## src/rtl/clk_div_prog.sv

```systemverilog
// Programmable clock divider: low phase floor(D/2), high phase D-floor(D/2); divisor changes land on period boundaries.
// Latency: outputs registered, first rise L cycles after en sampled high; no backpressure (div_ld always accepted, last wins).
module clk_div_prog #(
    parameter int CNT_W   = 16,
    parameter int DEF_DIV = 10000
) (
    input  logic             clkin,
    input  logic             rst_n,
    input  logic             en,
    input  logic [CNT_W-1:0] div_in,
    input  logic             div_ld,
    output logic             clkout,
    output logic             rise_tick,
    output logic             fall_tick,
    output logic [CNT_W-1:0] div_cur,
    output logic             ld_ack
);

    localparam logic [CNT_W-1:0] ONE   = CNT_W'(1);
    localparam logic [CNT_W-1:0] TWO   = CNT_W'(2);
    localparam logic [CNT_W-1:0] DEF_C = (DEF_DIV < 2) ? TWO : CNT_W'(DEF_DIV);

    function automatic logic [CNT_W-1:0] clamp(input logic [CNT_W-1:0] d);
        return (d < TWO) ? TWO : d;
    endfunction

    logic [CNT_W-1:0] cnt;
    logic [CNT_W-1:0] pend_val;
    logic             pend_flg;
    logic [CNT_W-1:0] len_lo;
    logic [CNT_W-1:0] len_hi;
    logic [CNT_W-1:0] lim;
    logic             at_lim;
    logic             apply_now;

    // div_cur is always >= 2, so both phase lengths are >= 1 and lim never underflows.
    assign len_lo    = div_cur >> 1;
    assign len_hi    = div_cur - len_lo;
    assign lim       = clkout ? (len_hi - ONE) : (len_lo - ONE);
    assign at_lim    = (cnt == lim);
    assign apply_now = pend_flg && (!en || (at_lim && !clkout));

    always_ff @(posedge clkin or negedge rst_n) begin
        if (!rst_n) begin
            cnt       <= '0;
            clkout    <= 1'b0;
            rise_tick <= 1'b0;
            fall_tick <= 1'b0;
            ld_ack    <= 1'b0;
            div_cur   <= DEF_C;
            pend_val  <= DEF_C;
            pend_flg  <= 1'b0;
        end else begin
            rise_tick <= 1'b0;
            fall_tick <= 1'b0;
            ld_ack    <= 1'b0;

            if (!en) begin
                cnt       <= '0;
                clkout    <= 1'b0;
                fall_tick <= clkout;
            end else if (!at_lim) begin
                cnt <= cnt + ONE;
            end else begin
                cnt       <= '0;
                clkout    <= ~clkout;
                rise_tick <= ~clkout;
                fall_tick <= clkout;
            end

            if (apply_now) begin
                div_cur  <= pend_val;
                pend_flg <= 1'b0;
                ld_ack   <= 1'b1;
            end

            // A load in the apply cycle re-arms the pending slot after the old value moved out.
            if (div_ld) begin
                pend_val <= clamp(div_in);
                pend_flg <= 1'b1;
            end
        end
    end

endmodule

```

## config.mk

```make
export PLATFORM = sky130hd
export DESIGN_NAME = clk_div_prog
export DESIGN_NICKNAME = d
export VERILOG_FILES = /design/src/rtl/clk_div_prog.sv
export SDC_FILE = /design/constraint.sdc
export NUM_CORES = 1
export LEC_CHECK = 0
export ABC_CLOCK_PERIOD_IN_PS = 3800
export CAP_MARGIN = 15
export CELL_PAD_IN_SITES_DETAIL_PLACEMENT = 2
export CELL_PAD_IN_SITES_GLOBAL_PLACEMENT = 2
export CORE_MARGIN = 1.5
export CORE_UTILIZATION = 36
export DETAILED_ROUTE_END_ITERATION = 16
export DONT_BUFFER_PORTS = 1
export PLACE_DENSITY = 0.78
export SLEW_MARGIN = 20
export SYNTH_ARGS = -nofsm -noshare
export SYNTH_HDL_FRONTEND = slang
export SYNTH_SLANG_ARGS = --single-unit
```

## constraint.sdc

```tcl
create_clock -name clkin -period 3.8 [get_ports clkin]
set_input_delay 0.76 -clock clkin [delete_from_list [all_inputs] [get_ports clkin]]
set_output_delay 0.76 -clock clkin [all_outputs]
set_load 0.03 [all_outputs]
```

==> results of run 1 <==
[sequential cells by signal, summed over array words and instances, names as in the netlist]
signal,flops
pend_val,16
rise_tick,1
clkout,1
div_cur,16
cnt,16
fall_tick,1
pend_flg,1
ld_ack,1
[metal layers]
metal	share of wire, %	wire [um]	vias to the layer above	GRT usage (%)
met3	3.5	575	24	3.88
met2	52	8470	95	43.7
met1	43	6970	1953	30.9
met5	0	0	-	0
met4	2.2	360	0	4.40
li1	-	-	1695	-
[stage by stage]
stage               TNS (ns)  power [mW]
floorplan                  0        1.53
global placement           0        1.88
detailed placement    -0.212        1.94
CTS                  -0.0220        2.56
global route           -5.28        2.95
finish                 -2.10        2.81
[path summary, 6_finish.rpt]
kind	from	endpoint	slack, ns	depth (start not counted)
max	div_cur[2]	div_cur[5]	-0.16	13
max in group asynchronous	rst_n	div_cur[8]	3.45	0
min in group clkin	pend_val[7]	div_cur[7]	0.50	1
min reg2reg	pend_val[7]	div_cur[7]	0.50	1
min	rst_n	div_cur[0]	0.15	0
max reg2reg	div_cur[2]	div_cur[5]	-0.16	13
[logic make-up after synthesis]
family	Yosys count	synth area share (%)
adders and majority gates	32	9.83
buffers and inverters	45	4.43
xor gates and xnor gates	43	9.08
muxes	37	9.86
and+or+nand+nor	164	20.5
DFF	53	32.3
AOI/OAI and AO/OA	79	14.0
[cell type report]
class,count,area share (%)
Multi-Input combinational cell,355,56.9
Sequential cell,53,26.1
Timing Repair Buffer,47,7.66
Tap cell,143,3.49
Inverter,33,2.54
Clock buffer,6,2.51
Clock inverter,2,0.756
[synth_stat cells, drive strengths merged (11+ instances only)]
cell type  number
nor2           46
dfrtp          43
inv            33
ha             31
mux2           31
xnor2          26
nand2          24
o21ai          18
nand3          17
xor2           17
a21oi          14
nor2b          11
or3            11
[repair_timing]
action                                  in CTS  in global routing
endpoints found under the hold margin        0                  0
gates cloned                                 1                  0
buffers inserted                             4                  7
hold buffers                                 0                  0
gates resized for setup                     18                 45
pin swaps                                    6                 11
endpoints found under the setup margin      13                 35
[where the power goes]
group	internal, mW	switching (mW)	leakage (nW)
logic	0.639	0.971	1.38
clock network	0.314	0.206	0.0815
registers	0.635	0.0493	0.648
total	1.59	1.23	2.11
==> qor.csv, run 1 <==
stage;metric;value;unit
run_status;status;finished, violations left;
run_status;violations;setup timing;
floorplanning;io_pins;40;
layout;drive_above_1_share;28.4;%
drt;drtPass1Iterations;4;
layout;layout_common_cells;nor2_1, buf_4, dfrtp_1;
placement;dp_hpwl;10.7;mm
sta;period_minus_slack;3.96;ns
worst_setup_path;slowest_stage;a2111o_1;
grt;grt_max_degree;54;
pwr;p_per_area;549;nW/um^2
sta;finalSetupViolations;32;
yosys;yosysTopAreaCellShare;25.9;%
worst_setup_path;cp_max_fo;9;
worst_setup_path;crit_buf_inv;3;
sta;fin_hold_ws;0.155;ns
layout;nNetsFinal;547;
worst_setup_path;critPathArrivalTime;4.14;ns
yosys;synth_cell_type_count;59;
layout;antenna_cells;0;
sta;setup_slack;-0.163;ns
sta;fin_crit_sh;104;%
drt;num_vias;3767;
floorplanning;fp-row-count;39;
layout;fillCellCount;1209;
sta;fin_skew;0.0101;ns
sta;fmax;252;MHz
floorplanning;core_area;11300;um^2
grt;grt_pass1_vias;4069;
yosys;synth_top_area_cell;dfrtp_1;
worst_setup_path;crit_required;3.98;ns
yosys;syn-cell-area;4150;um^2
clock_network;cts.sinks;53;
layout;syn_to_final_growth;23.6;%
sta;maxSlewViolCount;0;
layout;multiInputGateArea;2920;um^2
placement;placed_cell_area;4540;um^2
layout;final_cells;639;
placement;place_congestion;0.829;
drt;drtIter0Drc;165;
yosys;synth_seq_cells;53;
grt;grt_pass1_wl;22.1;mm
grt;grt_overflow;0;
pwr;leakage;2.11;nW
worst_setup_path;criticalPathCategory;flop to flop;
yosys;ys_top_cells_by_area;dfrtp_1, ha_1, dfstp_2;
layout;fin_util;45.3;%
yosys;syn-instance-count;453;
pwr;peakVddDrop;320;uV
worst_setup_path;crit_path_end_kind;flop;
clock_network;clk_pin_slew;0.07;ns
clock_network;clk_latency;0.30;ns
placement;dpl.cell_count;619;
yosys;ys_seq_area_share;32.3;%
sta;tightestPinTransition;0.716;ns
clock_network;cts-root-buf;clkbuf_16;
floorplanning;fp.dieH;110;um
drt;drc;0;
yosys;syn_nets;505;
worst_setup_path;worst_path_dominant_cell_family;compound AO/OA/AOI/OAI gates;
min_path;hp-class;input pin to asynchronous set/reset pin;
clock_network;htree_num_levels;2;
yosys;synth_ff_type;dfrtp_1;
floorplanning;die-area;12200;um^2
yosys;synth-edff-count;0;
drt;routed_wl;16.4;mm
layout;post-route-cell-area;5130;um^2
clock_network;cts_tree;built;
worst_setup_path;cp-start-kind;flop;
drt;ant_nets;0;
placement;io_buffers;0;
grt;groute.usage.overall;24.3;%
grt;antenna_found_initial;0;
yosys;yosysWarnings;0;
sta;max_slew_margin;52.2;%
worst_setup_path;crit_top_cell;a2111o_1;
placement;dp_slack;-0.0692;ns
flow_run;drv_cap;0;
worst_setup_path;cp_slowest_stage_delay;0.49;ns
drt;viasPerCell;5.90;
clock_network;clockBufferDepth;2;
floorplanning;initial_core_util;36.6;%
drt;wl_per_cell;25.6;um
worst_setup_path;crit_chain;buf_4 > ha_2 > nor2_2 > a2111o_1 > a31oi_1 > o21ai_0 > a31oi_2 > xor2_1 > a2111o_1 > o32ai_4 > buf_6 > buf_12 > mux2_2;
layout;regArea;1340;um^2
sta;final_hold_viol_count;0;
clock_network;cts-buffers-inserted;5;
floorplanning;die_x;110;um
yosys;avgSynthCellArea;9.16;um^2
yosys;async_flop_share;100;%
No activity file was read; power rests on OpenSTA's default activity.
==> inputs of run 2 (changes only) <==
- GPL_TIMING_DRIVEN: unset -> 0
==> run 2 against run 1 <==
  * The run still ends with setup timing left
  * Design area up 6.3%
  * Hold slack worse by 0.022 ns
  * Via count up 12%
  * Flip-flop and latch count unchanged
  * First-iteration DRC count up 99%
  * Die area unchanged
  * Critical endpoint is now div_cur[0]
  * Largest power group unchanged
  * Core utilization up 2.9 points
  * Register-to-register slack worse by 0.41 ns
  * Cell count up 1.1%
  * Clock power down 5.8%
  * Largest cell class unchanged
  * Sequential power up 22%
==> qor.csv, run 2 (same netlist as run 1, synthesis figures left out) <==
stage;metric;value;unit
run_status;status;finished, violations left;
run_status;violations;setup timing;
clock_network;cts-root-buf;clkbuf_16;
pwr;peakVddDrop;321;uV
worst_setup_path;crit_required;4.00;ns
layout;antenna_cells;0;
drt;viasPerCell;6.52;
clock_network;cts.sinks;53;
drt;num_vias;4212;
placement;dpl.cell_count;596;
clock_network;cts_tree;built;
clock_network;clk_latency;0.31;ns
worst_setup_path;critPathArrivalTime;4.56;ns
placement;dp_hpwl;10.2;mm
layout;nNetsFinal;554;
placement;place_congestion;0.865;
sta;period_minus_slack;4.37;ns
clock_network;htree_num_levels;2;
grt;grt_overflow;0;
floorplanning;initial_core_util;36.6;%
layout;layout_common_cells;nor2_1, buf_4, dfrtp_1;
sta;fmax;229;MHz
worst_setup_path;crit_path_end_kind;flop;
worst_setup_path;criticalPathCategory;flop to flop;
grt;grt_pass1_vias;4381;
layout;drive_above_1_share;37.4;%
placement;dp_slack;-0.747;ns
clock_network;clockBufferDepth;2;
min_path;hp-class;input pin to asynchronous set/reset pin;
sta;maxSlewViolCount;0;
floorplanning;io_pins;40;
sta;final_hold_viol_count;0;
drt;wl_per_cell;32.4;um
grt;antenna_found_initial;0;
drt;drc;0;
sta;finalSetupViolations;36;
sta;fin_crit_sh;115;%
layout;layout.cells.most_common;nor2_1;
layout;syn_to_final_growth;31.4;%
pwr;finalPower;3.15;mW
pwr;leakage;2.21;nW
drt;drtIter0Drc;329;
sta;rsz0062_at_grt;yes;
layout;reg_top3;cnt x16, div_cur x16, pend_val x16;
sta;setup_slack;-0.569;ns
layout;final_cells;646;
clock_network;clk_pin_slew;0.08;ns
clock_network;cts-buffers-inserted;5;
grt;grt_pass1_wl;25.3;mm
placement;io_buffers;0;
floorplanning;fp-row-count;39;
grt;grt_max_degree;54;
drt;ant_nets;0;
sta;max_slew_margin;50.3;%
grt;groute.usage.overall;28.6;%
floorplanning;die-area;12200;um^2
drt;routed_wl;20.9;mm
layout;fin_util;48.2;%
sta;fin_skew;0.00815;ns
sta;tightestPinTransition;0.745;ns
worst_setup_path;cp-start-kind;flop;
drt;drtPass1Iterations;5;
worst_setup_path;cp_max_fo;6;
floorplanning;core_area;11300;um^2
flow_run;drv_cap;0;
pwr;p_per_area;578;nW/um^2
floorplanning;fp.dieH;110;um
floorplanning;die_x;110;um
## run 2: final timing paths
check,startpoint,end,slack [ns],depth (start not counted)
max,div_cur[8],div_cur[0],-0.57,13
min,rst_n,cnt[9],0.13,0
min reg2reg,pend_val[12],pend_val[12],0.52,1
max reg2reg,div_cur[8],div_cur[0],-0.57,13
max in group asynchronous,rst_n,div_cur[4],3.47,0
min in group clkin,pend_val[12],pend_val[12],0.52,1
## run 2: area by class of cell
type / count / area [um^2]
inverters: 33 / 139
plain buffers: 12 / 67.6
flip-flops and latches: 53 / 1360
repair buffers: 42 / 370
multi-input cells: 355 / 3190
well taps: 143 / 179
clock buffers: 6 / 129
fillers: 1145 / 5870
clock inverters: 2 / 13.8
## run 2: routing by layer
layer	GRT usage [%]	share of wire, %	vias up
met5	0	0	-
met2	50.4	50	253
met3	5.88	5.6	108
met1	32.7	38	2147
met4	14.7	6.8	0
li1	-	-	1704
## run 2: where the power goes
group / internal (mW) / leakage, nW / switching, mW
clock network: 0.247 / 0.0712 / 0.243
logic: 0.741 / 1.50 / 1.08
registers: 0.643 / 0.638 / 0.192
total: 1.63 / 2.21 / 1.52
## run 2: through the flow
stage / area (um^2) / hold WS [ns] / TNS, ns
5_1_grt: 5450 / 0.128 / -17.37
6_report: 5450 / 0.133 / -14.23
2_1_floorplan: 4150 / 0.460 / 0
4_1_cts: 5040 / 0.143 / -1.15
3_5_place_dp: 4330 / 0.467 / -21.60
3_3_place_gp: 4330 / 0.467 / -18.56
## run 2: critical path, cell delays in order (launching register included)
cell        delay, ns
dfstp_2          0.70
clkinvlp_4       0.24
ha_4             0.31
or2_4            0.28
nor3_2           0.14
o21a_1           0.27
o21ai_0          0.21
a31oi_2          0.29
xor2_1           0.17
a2111o_1         0.53
o32ai_4          0.47
buf_6            0.18
buf_8            0.13
mux2_4           0.32
## run 2: repair_timing
item / CTS / global route
hold buffers: 0 / 0
gates resized for setup: 94 / 57
endpoints found under the setup margin: 36 / 37
setup buffers: 23 / 18
pin swaps: 25 / 15
cloned: 0 / 1
